## config.mk

```make
export PLATFORM = sky130hd
export DESIGN_NAME = beat_sequencer_flat
export DESIGN_NICKNAME = d
export VERILOG_FILES = /design/src/rtl/beat_sequencer_pkg.sv /design/src/rtl/beat_sequencer_if.sv /design/src/rtl/beat_sequencer_phase_ring.sv /design/src/rtl/beat_sequencer.sv /design/src/flat_wrapper.sv
export SDC_FILE = /design/constraint.sdc
export NUM_CORES = 1
export LEC_CHECK = 0
export ABC_AREA = 1
export BUFFER_PORTS_ARGS = -buffer_cell sky130_fd_sc_hd__buf_2
export CORE_MARGIN = 3
export CORE_UTILIZATION = 50
export DETAILED_ROUTE_END_ITERATION = 12
export GPL_ROUTABILITY_DRIVEN = 0
export GPL_TIMING_DRIVEN = 0
export PLACE_DENSITY = 0.78
export RECOVER_POWER = 50
export SKIP_LAST_GASP = 1
export SLEW_MARGIN = 20
export SYNTH_ARGS = -nofsm -noshare
export SYNTH_HDL_FRONTEND = slang
export SYNTH_HIERARCHICAL = 1
export SYNTH_SLANG_ARGS = --single-unit
```

## constraint.sdc

```tcl
create_clock -name clk -period 2.5 [get_ports clk]
set_input_delay 0.25 -clock clk [delete_from_list [all_inputs] [get_ports clk]]
set_output_delay 0.25 -clock clk [all_outputs]
set_load 0.01 [all_outputs]
```

## src/rtl/beat_sequencer_pkg.sv

```systemverilog
// beat_sequencer_pkg: beat/state types, default parameters and beat transition helpers
package beat_sequencer_pkg;
  localparam int PHASES_DEF = 4;
  localparam int T3_PHASE_DEF = 2;
  localparam int CNT_W_DEF = 16;
  typedef enum logic [1:0] {BEAT_NONE, BEAT_W1, BEAT_W2, BEAT_W3} beat_e;
  typedef enum logic {SEQ_IDLE, SEQ_RUN} seq_state_e;
  function automatic beat_e next_beat(beat_e b, logic short_v, logic long_v);
    return b == BEAT_W1 ? (short_v ? BEAT_W1 : BEAT_W2) :
           b == BEAT_W2 ? (long_v ? BEAT_W3 : BEAT_W1) :
           b == BEAT_W3 ? BEAT_W1 : BEAT_NONE;
  endfunction
  function automatic logic ends_cycle(beat_e b, logic short_v, logic long_v);
    return (b == BEAT_W1 && short_v) || (b == BEAT_W2 && !long_v) || b == BEAT_W3;
  endfunction
endpackage

```

## src/rtl/beat_sequencer_if.sv

```systemverilog
// beat_sequencer_if: console/controller controls in, beat and phase timing out
interface beat_sequencer_if
  import beat_sequencer_pkg::*;
#(
  parameter int PHASES = PHASES_DEF,
  parameter int CNT_W = CNT_W_DEF
);
  logic start_i;
  logic stop_i;
  logic step_mode_i;
  logic short_i;
  logic long_i;
  logic w1_o;
  logic w2_o;
  logic w3_o;
  logic [PHASES-1:0] t_o;
  logic t3_o;
  logic running_o;
  logic cycle_end_o;
  logic [CNT_W-1:0] mcycle_cnt_o;
  modport master (
    output start_i, stop_i, step_mode_i, short_i, long_i,
    input w1_o, w2_o, w3_o, t_o, t3_o, running_o, cycle_end_o, mcycle_cnt_o
  );
  modport slave (
    input start_i, stop_i, step_mode_i, short_i, long_i,
    output w1_o, w2_o, w3_o, t_o, t3_o, running_o, cycle_end_o, mcycle_cnt_o
  );
endinterface

```

## src/rtl/beat_sequencer_phase_ring.sv

```systemverilog
// beat_sequencer_phase_ring: one-hot phase ring with clear, load-phase-0 and rotate
module beat_sequencer_phase_ring #(
  parameter int PHASES = 4
) (
  input  logic              clk,
  input  logic              rst,
  input  logic              clear_i,
  input  logic              load_i,
  output logic [PHASES-1:0] t_o,
  output logic              last_o
);
  logic [PHASES-1:0] t_q, t_d;
  assign t_d = clear_i ? '0 :
               load_i  ? {{(PHASES-1){1'b0}}, 1'b1} :
                         {t_q[PHASES-2:0], t_q[PHASES-1]};
  always_ff @(posedge clk)
    t_q <= rst ? '0 : t_d;
  assign t_o = t_q;
  assign last_o = t_q[PHASES-1];
endmodule

```

## src/rtl/beat_sequencer.sv

```systemverilog
// beat_sequencer: machine-cycle beat (w1/w2/w3) and phase strobe generator for the hardwired controller
module beat_sequencer
  import beat_sequencer_pkg::*;
#(
  parameter int PHASES = PHASES_DEF,
  parameter int T3_PHASE = T3_PHASE_DEF,
  parameter int CNT_W = CNT_W_DEF
) (
  input logic clk,
  input logic rst,
  beat_sequencer_if.slave bus
);
  seq_state_e state_q, state_d;
  beat_e beat_q, beat_d;
  logic [CNT_W-1:0] cnt_q, cnt_d;
  logic cycle_end_q, cycle_end_d;
  logic [PHASES-1:0] t;
  logic ring_last, ring_clear, ring_load, last, ends, halt;
  beat_sequencer_phase_ring #(.PHASES(PHASES)) u_ring (
    .clk(clk),
    .rst(rst),
    .clear_i(ring_clear),
    .load_i(ring_load),
    .t_o(t),
    .last_o(ring_last)
  );
  assign last = state_q == SEQ_RUN && ring_last;
  assign ends = last && ends_cycle(beat_q, bus.short_i, bus.long_i);
  assign halt = last && (bus.stop_i || (bus.step_mode_i && ends));
  always_comb begin
    state_d = state_q;
    beat_d = beat_q;
    ring_clear = 1'b0;
    ring_load = 1'b0;
    cycle_end_d = ends;
    cnt_d = cnt_q + CNT_W'(ends);
    if (state_q == SEQ_IDLE) begin
      state_d = bus.start_i ? SEQ_RUN : SEQ_IDLE;
      beat_d = bus.start_i ? BEAT_W1 : BEAT_NONE;
      ring_load = bus.start_i;
      ring_clear = !bus.start_i;
    end else if (halt) begin
      state_d = SEQ_IDLE;
      beat_d = BEAT_NONE;
      ring_clear = 1'b1;
    end else if (last) begin
      beat_d = next_beat(beat_q, bus.short_i, bus.long_i);
    end
  end
  always_ff @(posedge clk) begin
    if (rst) begin
      state_q <= SEQ_IDLE;
      beat_q <= BEAT_NONE;
      cnt_q <= '0;
      cycle_end_q <= 1'b0;
    end else begin
      state_q <= state_d;
      beat_q <= beat_d;
      cnt_q <= cnt_d;
      cycle_end_q <= cycle_end_d;
    end
  end
  assign bus.w1_o = beat_q == BEAT_W1;
  assign bus.w2_o = beat_q == BEAT_W2;
  assign bus.w3_o = beat_q == BEAT_W3;
  assign bus.t_o = t;
  assign bus.t3_o = t[T3_PHASE];
  assign bus.running_o = state_q == SEQ_RUN;
  assign bus.cycle_end_o = cycle_end_q;
  assign bus.mcycle_cnt_o = cnt_q;
endmodule

```

## src/flat_wrapper.sv

```systemverilog
// flat-port wrapper written by rule: the top's interface ports become plain ports
module beat_sequencer_flat import beat_sequencer_pkg::*;
#(
  parameter int PHASES = PHASES_DEF,
  parameter int T3_PHASE = T3_PHASE_DEF,
  parameter int CNT_W = CNT_W_DEF
)
  (clk, rst, bus_start_i, bus_stop_i, bus_step_mode_i, bus_short_i, bus_long_i, bus_w1_o, bus_w2_o, bus_w3_o, bus_t_o, bus_t3_o, bus_running_o, bus_cycle_end_o, bus_mcycle_cnt_o);
  beat_sequencer_if #(.PHASES(PHASES), .CNT_W(CNT_W)) bus_i ();
  input logic clk;
  input logic rst;
  input wire logic [$bits(bus_i.start_i)-1:0] bus_start_i;
  input wire logic [$bits(bus_i.stop_i)-1:0] bus_stop_i;
  input wire logic [$bits(bus_i.step_mode_i)-1:0] bus_step_mode_i;
  input wire logic [$bits(bus_i.short_i)-1:0] bus_short_i;
  input wire logic [$bits(bus_i.long_i)-1:0] bus_long_i;
  output wire logic [$bits(bus_i.w1_o)-1:0] bus_w1_o;
  output wire logic [$bits(bus_i.w2_o)-1:0] bus_w2_o;
  output wire logic [$bits(bus_i.w3_o)-1:0] bus_w3_o;
  output wire logic [$bits(bus_i.t_o)-1:0] bus_t_o;
  output wire logic [$bits(bus_i.t3_o)-1:0] bus_t3_o;
  output wire logic [$bits(bus_i.running_o)-1:0] bus_running_o;
  output wire logic [$bits(bus_i.cycle_end_o)-1:0] bus_cycle_end_o;
  output wire logic [$bits(bus_i.mcycle_cnt_o)-1:0] bus_mcycle_cnt_o;
  assign bus_i.start_i = bus_start_i;
  assign bus_i.stop_i = bus_stop_i;
  assign bus_i.step_mode_i = bus_step_mode_i;
  assign bus_i.short_i = bus_short_i;
  assign bus_i.long_i = bus_long_i;
  assign bus_w1_o = bus_i.w1_o;
  assign bus_w2_o = bus_i.w2_o;
  assign bus_w3_o = bus_i.w3_o;
  assign bus_t_o = bus_i.t_o;
  assign bus_t3_o = bus_i.t3_o;
  assign bus_running_o = bus_i.running_o;
  assign bus_cycle_end_o = bus_i.cycle_end_o;
  assign bus_mcycle_cnt_o = bus_i.mcycle_cnt_o;
  beat_sequencer #(.PHASES(PHASES), .T3_PHASE(T3_PHASE), .CNT_W(CNT_W)) u_core (.clk(clk), .rst(rst), .bus(bus_i));
endmodule
```

; ---- After elaboration in Yosys (flattened, before gate mapping)
; Cells that the tools add are included.
[word_totals]
out_inout_bits = 26
reg_bits = 24
input_bits = 7
wordCells = 40
[op_classes]
n_reduce_logical = 13
add_sub_neg = 1
mux = 16
eq_ne = 4
[op_table]
columns = op, n
row1 = 16-bit by 1-bit adder with 16-bit output, 1
row2 = 2-bit two-way mux, 7
row3 = 1-bit two-way mux, 9
row4 = 1-bit logical AND, 6
row5 = 2-bit equality test (second input constant), 2
row6 = 1-bit logical OR, 3
row7 = 3-bit != test (second input constant), 1
row8 = 3-bit OR reduction, 1
row9 = 2-bit by 1-bit equality test with 1-bit output (second input constant), 1
row10 = 1-bit logical NOT, 2
row11 = 2-bit OR reduction, 1

; ---- Logic depth before layout (Yosys ltp)
; Gate-level depths: netlist of run 1.
[logic_depth]
depth_word = 11
ltp_mapped = 12
mapped_depth_nobuf = 12

; ---- Hierarchy
; The synthesis of run 1 kept the hierarchy.
[modules_own_cells]
columns = module, area_per_inst_um2, instances, cells_each, seq_area_each_um2
row1 = beat_sequencer, 988.4, 1, 146, 400.4
row2 = beat_sequencer_phase_ring, 136.4, 1, 16, 80.1

; ---- Least setup slack after synthesis of run 1
; Ideal clock, no wire load.
[synth_timing]
path_kind = register to register
startpoint = register u_core.state_q, in the netlist u_core/bus.running_o
endpoint = register u_core.cnt_q[8], in the netlist u_core/bus.mcycle_cnt_o[8]
path_buffers = 0
setup_slack_ps = 683
required_time_ps = 2387
setup_ps = 113
period_less_slack_ps = 1817
t_arrival_ps = 1704
path_stages_with_launch = 12
cell_sequence = dfxtp_1 -> nand2_1 -> a21oi_1 -> nand2_1 -> inv_1 -> ha_1 -> ha_1 -> nand3_1 -> nor3_1 -> nand2_1 -> nand2_1 -> nor2_1
[synth_between]
elab_chain_cells = 3
[synth_lines]
columns = item, line
row1 = start: declaration, beat_sequencer.sv:13  ; seq_state_e state_q, state_d;
row2 = start signal: assignment, beat_sequencer.sv:57  ; state_q <= state_d;
row3 = 1-bit logical AND, beat_sequencer.sv:27  ; assign last = state_q == SEQ_RUN && ring_last;
row4 = 1-bit logical AND, beat_sequencer.sv:28  ; assign ends = last && ends_cycle(beat_q, bus.short_i, bus.long_i);
row5 = via u_core.cycle_end_d, beat_sequencer.sv:16  ; logic cycle_end_q, cycle_end_d;
row6 = 16-bit by 1-bit adder with 16-bit output, beat_sequencer.sv:36  ; cnt_d = cnt_q + CNT_W'(ends);
row7 = end signal: assignment, beat_sequencer.sv:59  ; cnt_q <= cnt_d;
row8 = end: declaration, beat_sequencer.sv:15  ; logic [CNT_W-1:0] cnt_q, cnt_d;
; The timed path passes the listed nets, and every way through them passes these cells.
; A chain may end at the register's enable or synchronous reset.

; ---- Final worst setup path of run 1
[layout_timing]
startpoint = register u_core.beat_q[1]
endpoint = register u_core.cnt_q[8], in the netlist u_core/bus.mcycle_cnt_o[8]
[layout_between]
elab_chain_cells = 6
word_cells_on_any_way = 9
classes_between = add/sub: 1 / eq/ne: 3 / reduce/logical: 5
[layout_lines]
columns = item, line
row1 = start: declaration, beat_sequencer.sv:14  ; beat_e beat_q, beat_d;
row2 = start signal: assignment, beat_sequencer.sv:58  ; beat_q <= beat_d;
row3 = 2-bit by 1-bit equality test with 1-bit output / 2-bit equality test (equally long branches), beat_sequencer_pkg.sv:14  ; return (b == BEAT_W1 && short_v) || (b == BEAT_W2 && !long_v) || b == BEAT_W3;
row4 = 1-bit logical AND, beat_sequencer_pkg.sv:14
row5 = 1-bit logical OR, beat_sequencer_pkg.sv:14
row6 = 1-bit logical OR (*), beat_sequencer_pkg.sv:14
row7 = 1-bit logical AND (*), beat_sequencer.sv:28
row8 = via u_core.cycle_end_d, beat_sequencer.sv:16
row9 = 16-bit by 1-bit adder with 16-bit output (*), beat_sequencer.sv:36
; The timed path passes the listed nets; every way through them passes the cells marked *.

==> impl_metrics.py, run 1 <==
metrics = {
    "run_status": {
        "outcome": "complete, no violations",
    },
    "global_route": {
        "grt_pass1_vias": 1063,
        "overflow": 0,
        "track_usage_pct": 19.9,
        "grt_max_degree": 13,
        "antenna_found_initial": 0,
        "grt_pass1_wl_mm": 4.20,
    },
    "power": {
        "fin_total_pwr_w": 0.000596,
        "power_density_nw_per_um2": 453,
        "cellLeakagePower_nw": 0.521,
        "max-vdd-ir-drop_uv": 302,
    },
    "floorplanning": {
        "dieArea_um2": 2850,
        "die_width_um": 53.4,
        "core-area_um2": 2040,
        "num_rows": 16,
        "initial_core_util_pct": 55.1,
        "die_h_um": 53.4,
        "ios": 33,
    },
    "worst_setup_path": {
        "cp-endpoint": "u_core/bus.mcycle_cnt_o[8]$_SDFF_PP0_",
        "startpoint": "u_core/beat_q[1]$_SDFFE_PP0P_",
        "regToRegStartpoint": "u_core/beat_q[1]$_SDFFE_PP0P_",
        "cp.required_ps": 2720,
        "r2r_end": "u_core/bus.mcycle_cnt_o[8]$_SDFF_PP0_",
        "ff2ff_path_depth": 12,
        "crit_path_max_fanout": 5,
        "cp.arrival_ps": 2340,
        "crit_path_start_kind": "flop",
        "r2r_slack_ps": 380,
        "setup.worst_path.end_class": "flop",
        "path_class": "reg2reg",
    },
    "hold_path": {
        "min-delay-start": "rst",
        "hold_path.class": "in2reg",
    },
    "routing": {
        "routed_wl_mm": 2.38,
        "ant_nets": 0,
        "routedWlPerCell_um": 10.6,
        "firstDrtPassIters": 4,
        "via_per_inst": 5.03,
        "vias": 1126,
        "drt_first_iter_violations": 7,
        "drc": 0,
    },
    "layout": {
        "antennaDiodeCount": 0,
        "layout_commonest_cell": "nand2_1",
        "layout_common_cells": "nand2_1 (30), inv_1 (25), nor2_1 (25)",
        "nets": 208,
        "final_area_um2": 1320,
        "nFillCells": 213,
        "area_growth_pct": 16.9,
        "drive_above_1_share_pct": 11.7,
        "finalNonFillerCells": 224,
    },
    "yosys": {
        "syn_area_um2": 1120,
        "synth_top_area_share_pct": 42.7,
        "synth-simple-area-share_pct": 32.8,
        "async_flop_share_pct": 0,
        "yosysWarnings": 6,
        "synth_compound_area_share_pct": 11.5,
        "synthAdderAreaFrac_pct": 2.22,
        "synth_xor_area_share_pct": 0.779,
        "synth_area_leaders": "dfxtp_1 (43%), nand2_1 (10%), inv_1 (8.3%)",
        "synth_top_family_by_area": "simple AND/OR/NAND/NOR gates",
        "ys_types": 23,
        "avgSynthCellArea_um2": 6.94,
        "synthMuxAreaShare_pct": 0,
        "syn_inst": 162,
        "synth_top_area_cell": "dfxtp_1",
        "synth_ff_type": "dfxtp_1",
        "syn-num-nets": 171,
        "yosysSeqAreaShare_pct": 42.7,
        "synth-edff-count": 0,
        "ys_ff_latch": 24,
    },
    "placed_design": {
        "placed_cells": 221,
        "place_hpwl_mm": 1.88,
        "io_buffer_count": 32,
        "place_area_um2": 1320,
        "dp_slack_ps": 444,
    },
    "timing": {
        "rsz0062_at_grt": "false",
        "setup-violations-final": 0,
        "setup_ws_ps": 380,
        "fin_crit_sh_pct": 84.8,
        "fmax_mhz": 472,
        "final_hold_viol_count": 0,
        "fin_worst_skew_ps": 2.24,
        "timing.setup.tns_ps": 0,
        "finalMaxSlewViolations": 0,
        "relSlewSlack_pct": 69.2,
        "fin_crit_ps": 2120,
        "tightestPinTransition_ps": 461,
    },
    "clock_tree": {
        "cts_hold_buf": 0,
        "max-clock-path-buffers": 2,
        "h-tree-depth": 1,
        "ctsResizeCount": 0,
        "cts.clk_slew.worst_paths_ps": 120,
        "clk_latency_ps": 310,
        "post-cts-setup-buffers": 0,
        "clock_sinks": 24,
        "cts_tree": "yes",
        "cts_buffers": 3,
        "cts_root_buf": "clkbuf_4",
    },
    "flow_run": {
        "drv_cap": 0,
    },
}
## cells by family after synthesis
| kind of cell | Yosys count |
|---|---|
| AO/OA/AOI/OAI | 25 |
| XOR/XNOR | 1 |
| adder cells (fa/ha/maj) | 2 |
| buffers and inverters | 28 |
| flip-flops | 24 |
| AND/OR/NAND/NOR | 82 |
## where the power goes
group          switching, W  internal, W  total [W]
clock              0.000105    0.0000564   0.000162
sequential       0.00000570     0.000387   0.000392
combinational     0.0000251    0.0000169  0.0000420
## routing by layer
layer / part of all wire (%) / vias to the layer above / global-route usage, %
li1: - / 587 / -
met1: 45 / 511 / 23.6
met3: 4.6 / 5 / 3.66
met2: 48 / 23 / 34.1
met4: 1.9 / 0 / 8.94
met5: 0 / - / 0
## through the flow
stage / utilization, % / hold WS (ps)
after floorplan: - / 328
after global placement: 64.6 / 409
after detailed placement: 64.6 / 419
after CTS: 65.7 / 135
after global routing: 64.4 / 132
final: 64.4 / 143
## final cells by class
| type | count | area, um2 | share of cell area, % |
|---|---|---|---|
| plain buffers | 3 | 18.8 | 1.43 |
| clock buffers | 3 | 22.5 | 1.71 |
| inverters | 25 | 93.8 | 7.14 |
| multi-input cells | 110 | 532 | 40.4 |
| flip-flops and latches | 24 | 480 | 36.5 |
| well taps | 27 | 33.8 | 2.57 |
| repair buffers | 32 | 134 | 10.2 |
## cells in the mapped netlist, types with 2 or more instances
| cell type | number |
|---|---|
| nand3_1 | 9 |
| or2_0 | 2 |
| a21oi_1 | 14 |
| buf_4 | 2 |
| nand2_2 | 2 |
| nor3_1 | 3 |
| nand2_1 | 30 |
| inv_1 | 25 |
| nor2_2 | 2 |
| dfxtp_1 | 24 |
| o21ai_0 | 9 |
| ha_1 | 2 |
| nand4_1 | 4 |
| nor2_1 | 25 |
## flip-flops by register name, summed over array words and instances (netlist names)
signal,cells
u_core/bus.cycle_end_o,1
u_core/bus.running_o,1
u_core/u_ring/t_o,4
u_core/bus.mcycle_cnt_o,16
u_core/beat_q,2
## critical path, stage by stage (launching register included)
cell and delay (ps):
dfxtp_1 370, inv_1 120, nand3_1 100, a21oi_1 180, nand2_1 100, inv_1 60, ha_1 220, ha_1 300
nand3_1 160, nor3_1 220, nand2_1 80, nand2_1 60, nor2_1 40
## worst min path at each step
| stage | endpoint | slack [ps] | depth (start not counted) |
|---|---|---|---|
| finish | u_core/bus.running_o$_SDFF_PP0_ | 140 | 2 |
| global route | u_core/bus.running_o$_SDFF_PP0_ | 130 | 2 |
| CTS | u_core/bus.running_o$_SDFF_PP0_ | 130 | 2 |
| detailed placement | u_core/u_ring/t_o[1]$_SDFF_PP0_ | 420 | 2 |
| global placement | u_core/u_ring/t_o[2]$_SDFF_PP0_ | 410 | 2 |
| floorplan | u_core/bus.running_o$_SDFF_PP0_ | 330 | 1 |
Power figures use the tool's default switching activity.
==> run 2: changes to the inputs <==
Settings changed: ABC_AREA 1 to 0, CORE_UTILIZATION 50 to 44, PLACE_DENSITY 0.78 to 0.73.
Clock period 2.5 ns to 1.75 ns, I/O delays scaled along.
==> impl_metrics.py, run 2 <==
metrics = {
    "global_route": {
        "grt_pass1_wl_mm": 3.81,
        "overflow": 0,
        "grt_max_degree": 14,
        "track_usage_pct": 15.1,
        "antenna_found_initial": 0,
        "grt_pass1_vias": 865,
    },
    "routing": {
        "routed_wl_mm": 2.33,
        "firstDrtPassIters": 4,
        "routedWlPerCell_um": 12.5,
        "vias": 971,
        "drt_first_iter_violations": 12,
        "ant_nets": 0,
        "drc": 0,
        "via_per_inst": 5.19,
    },
    "yosys": {
        "syn_inst": 117,
        "synth-edff-count": 0,
        "ys_ff_latch": 24,
        "synth_xor_area_share_pct": 8.85,
        "avgSynthCellArea_um2": 9.30,
        "synth_top_area_cell": "dfxtp_1",
        "synth-simple-area-share_pct": 32.8,
        "ys_types": 32,
        "async_flop_share_pct": 0,
        "synth_area_leaders": "dfxtp_1 (44%), xnor2_1 (7.2%), nor2_1 (5.5%)",
        "yosysWarnings": 6,
        "yosysSeqAreaShare_pct": 44.1,
        "syn_area_um2": 1090,
        "synth_ff_type": "dfxtp_1",
        "synth_commonest_cells": "dfxtp_1 (24), nor2_1 (16), nand2_1 (9), xnor2_1 (9), nor2b_1 (6)",
        "synth_compound_area_share_pct": 8.05,
        "synth_top_family_by_area": "simple AND/OR/NAND/NOR gates",
        "synthMuxAreaShare_pct": 0,
        "yosysMostFrequentCell": "dfxtp_1",
        "synthAdderAreaFrac_pct": 2.30,
        "synth_top_area_share_pct": 44.1,
        "syn-num-nets": 126,
    },
    "worst_setup_path": {
        "setup.worst_path.end_class": "flop",
        "ff2ff_path_depth": 9,
        "crit_path_start_kind": "flop",
        "cp.arrival_ps": 1950,
        "path_class": "reg2reg",
        "cp.required_ps": 1950,
        "crit_path_max_fanout": 3,
    },
    "clock_tree": {
        "clk_latency_ps": 310,
        "cts_root_buf": "clkbuf_4",
        "cts_tree": "yes",
        "cts_hold_buf": 0,
        "cts_buffers": 3,
        "max-clock-path-buffers": 2,
        "h-tree-depth": 1,
        "cts.clk_slew.worst_paths_ps": 140,
        "clock_sinks": 24,
    },
    "placed_design": {
        "placed_cells": 177,
        "place_hpwl_mm": 1.63,
        "io_buffer_count": 32,
        "place_area_um2": 1310,
    },
    "layout": {
        "antennaDiodeCount": 0,
        "largest_reg_flops": 16,
        "finalNonFillerCells": 187,
        "post-route-util_pct": 63.9,
        "layout_common_cells": "buf_2 (25), dfxtp_1 (21), nor2_1 (16)",
        "nets": 169,
        "final_area_um2": 1450,
        "drive_above_1_share_pct": 36.5,
        "area_growth_pct": 33.6,
        "layout_commonest_cell": "buf_2",
    },
    "timing": {
        "fin_crit_ps": 1750,
        "hold_ws_ps": 77.0,
        "fmax_mhz": 573,
        "fin_worst_skew_ps": 9.14,
        "fin_crit_sh_pct": 99.7,
        "rsz0062_at_grt": "true",
        "tightestPinTransition_ps": 446,
        "setup-violations-final": 0,
        "final_hold_viol_count": 0,
        "relSlewSlack_pct": 70.3,
        "finalMaxSlewViolations": 0,
    },
    "floorplanning": {
        "num_rows": 17,
        "core-area_um2": 2280,
        "dieArea_um2": 3110,
        "initial_core_util_pct": 47.8,
        "ios": 33,
        "die_h_um": 55.7,
        "die_width_um": 55.7,
    },
    "flow_run": {
        "drv_cap": 0,
    },
    "power": {
        "power_density_nw_per_um2": 623,
        "fin_total_pwr_w": 0.000905,
        "cellLeakagePower_nw": 0.626,
        "max-vdd-ir-drop_uv": 389,
    },
    "run_status": {
        "outcome": "complete, no violations",
    },
    "hold_path": {
        "hold_depth": 2,
        "hold_path.class": "in2reg",
    },
}
## run 2: path summary, 6_finish.rpt
path | start | to | slack [ps]
max reg2reg | u_core/beat_q[0]$_SDFFE_PP0P_ | u_core/bus.mcycle_cnt_o[6]$_SDFF_PP0_ | 5
min reg2reg | u_core/u_ring/t_o[1]$_SDFF_PP0_ | u_core/u_ring/t_o[2]$_SDFF_PP0_ | 470
max | u_core/beat_q[0]$_SDFFE_PP0P_ | u_core/bus.mcycle_cnt_o[6]$_SDFF_PP0_ | 5
min | bus_step_mode_i | u_core/bus.running_o$_SDFF_PP0_ | 80
## run 2: power breakdown
part	switching [W]	total, W	internal, W
combinational	0.0000327	0.0000588	0.0000261
sequential	0.00000471	0.000557	0.000552
clock	0.000163	0.000289	0.000127
total	0.000200	0.000905	0.000705
## run 2: layout make-up
class / instances / area (um2)
buffer: 4 / 31.3
clock buffer: 4 / 36.3
fill: 198 / 822
inverter: 3 / 11.3
multi-input combinational: 86 / 659
sequential: 24 / 484
tap: 28 / 35.0
timing repair buffer: 38 / 196
## run 2: per-layer routing
metal  part of all wire, %  vias up  track usage, %
li1                      -      484               -
met1                    47      466            18.7
met2                    48       19            25.0
met3                   4.3        2            4.41
met4                  0.60        0            5.21
met5                     0        -               0
## run 2: critical path, cell delays in order, from the launching register on
cell      delay (ps)
dfxtp_2          370
nand2b_4         130
nand2_2           50
a21oi_2          160
ha_2             250
ha_4             190
and3_4           190
nand3_1           90
xor2_1           170
nor2_1            60
## run 2: cells by family after synthesis
group | Yosys count
AOI/OAI and AO/OA | 15
DFF | 24
adders and majority gates | 2
buffers and inverters | 7
and+or+nand+nor | 58
xor gates and xnor gates | 11
## run 2: timing repair
| item | in CTS | in global routing |
|---|---|---|
| buffers inserted | 3 | 3 |
| pin swaps | 4 | 3 |
| resized for setup | 3 | 10 |
| endpoints found under the setup margin | 11 | 11 |
## run 2: through the flow
stage	worst slack [ps]	setup TNS (ps)
floorplan	16.3	0
CTS	-33.0	-99.1
global placement	-144	-478
global route	-69.3	-307
finish	4.78	0
detailed placement	-155	-818
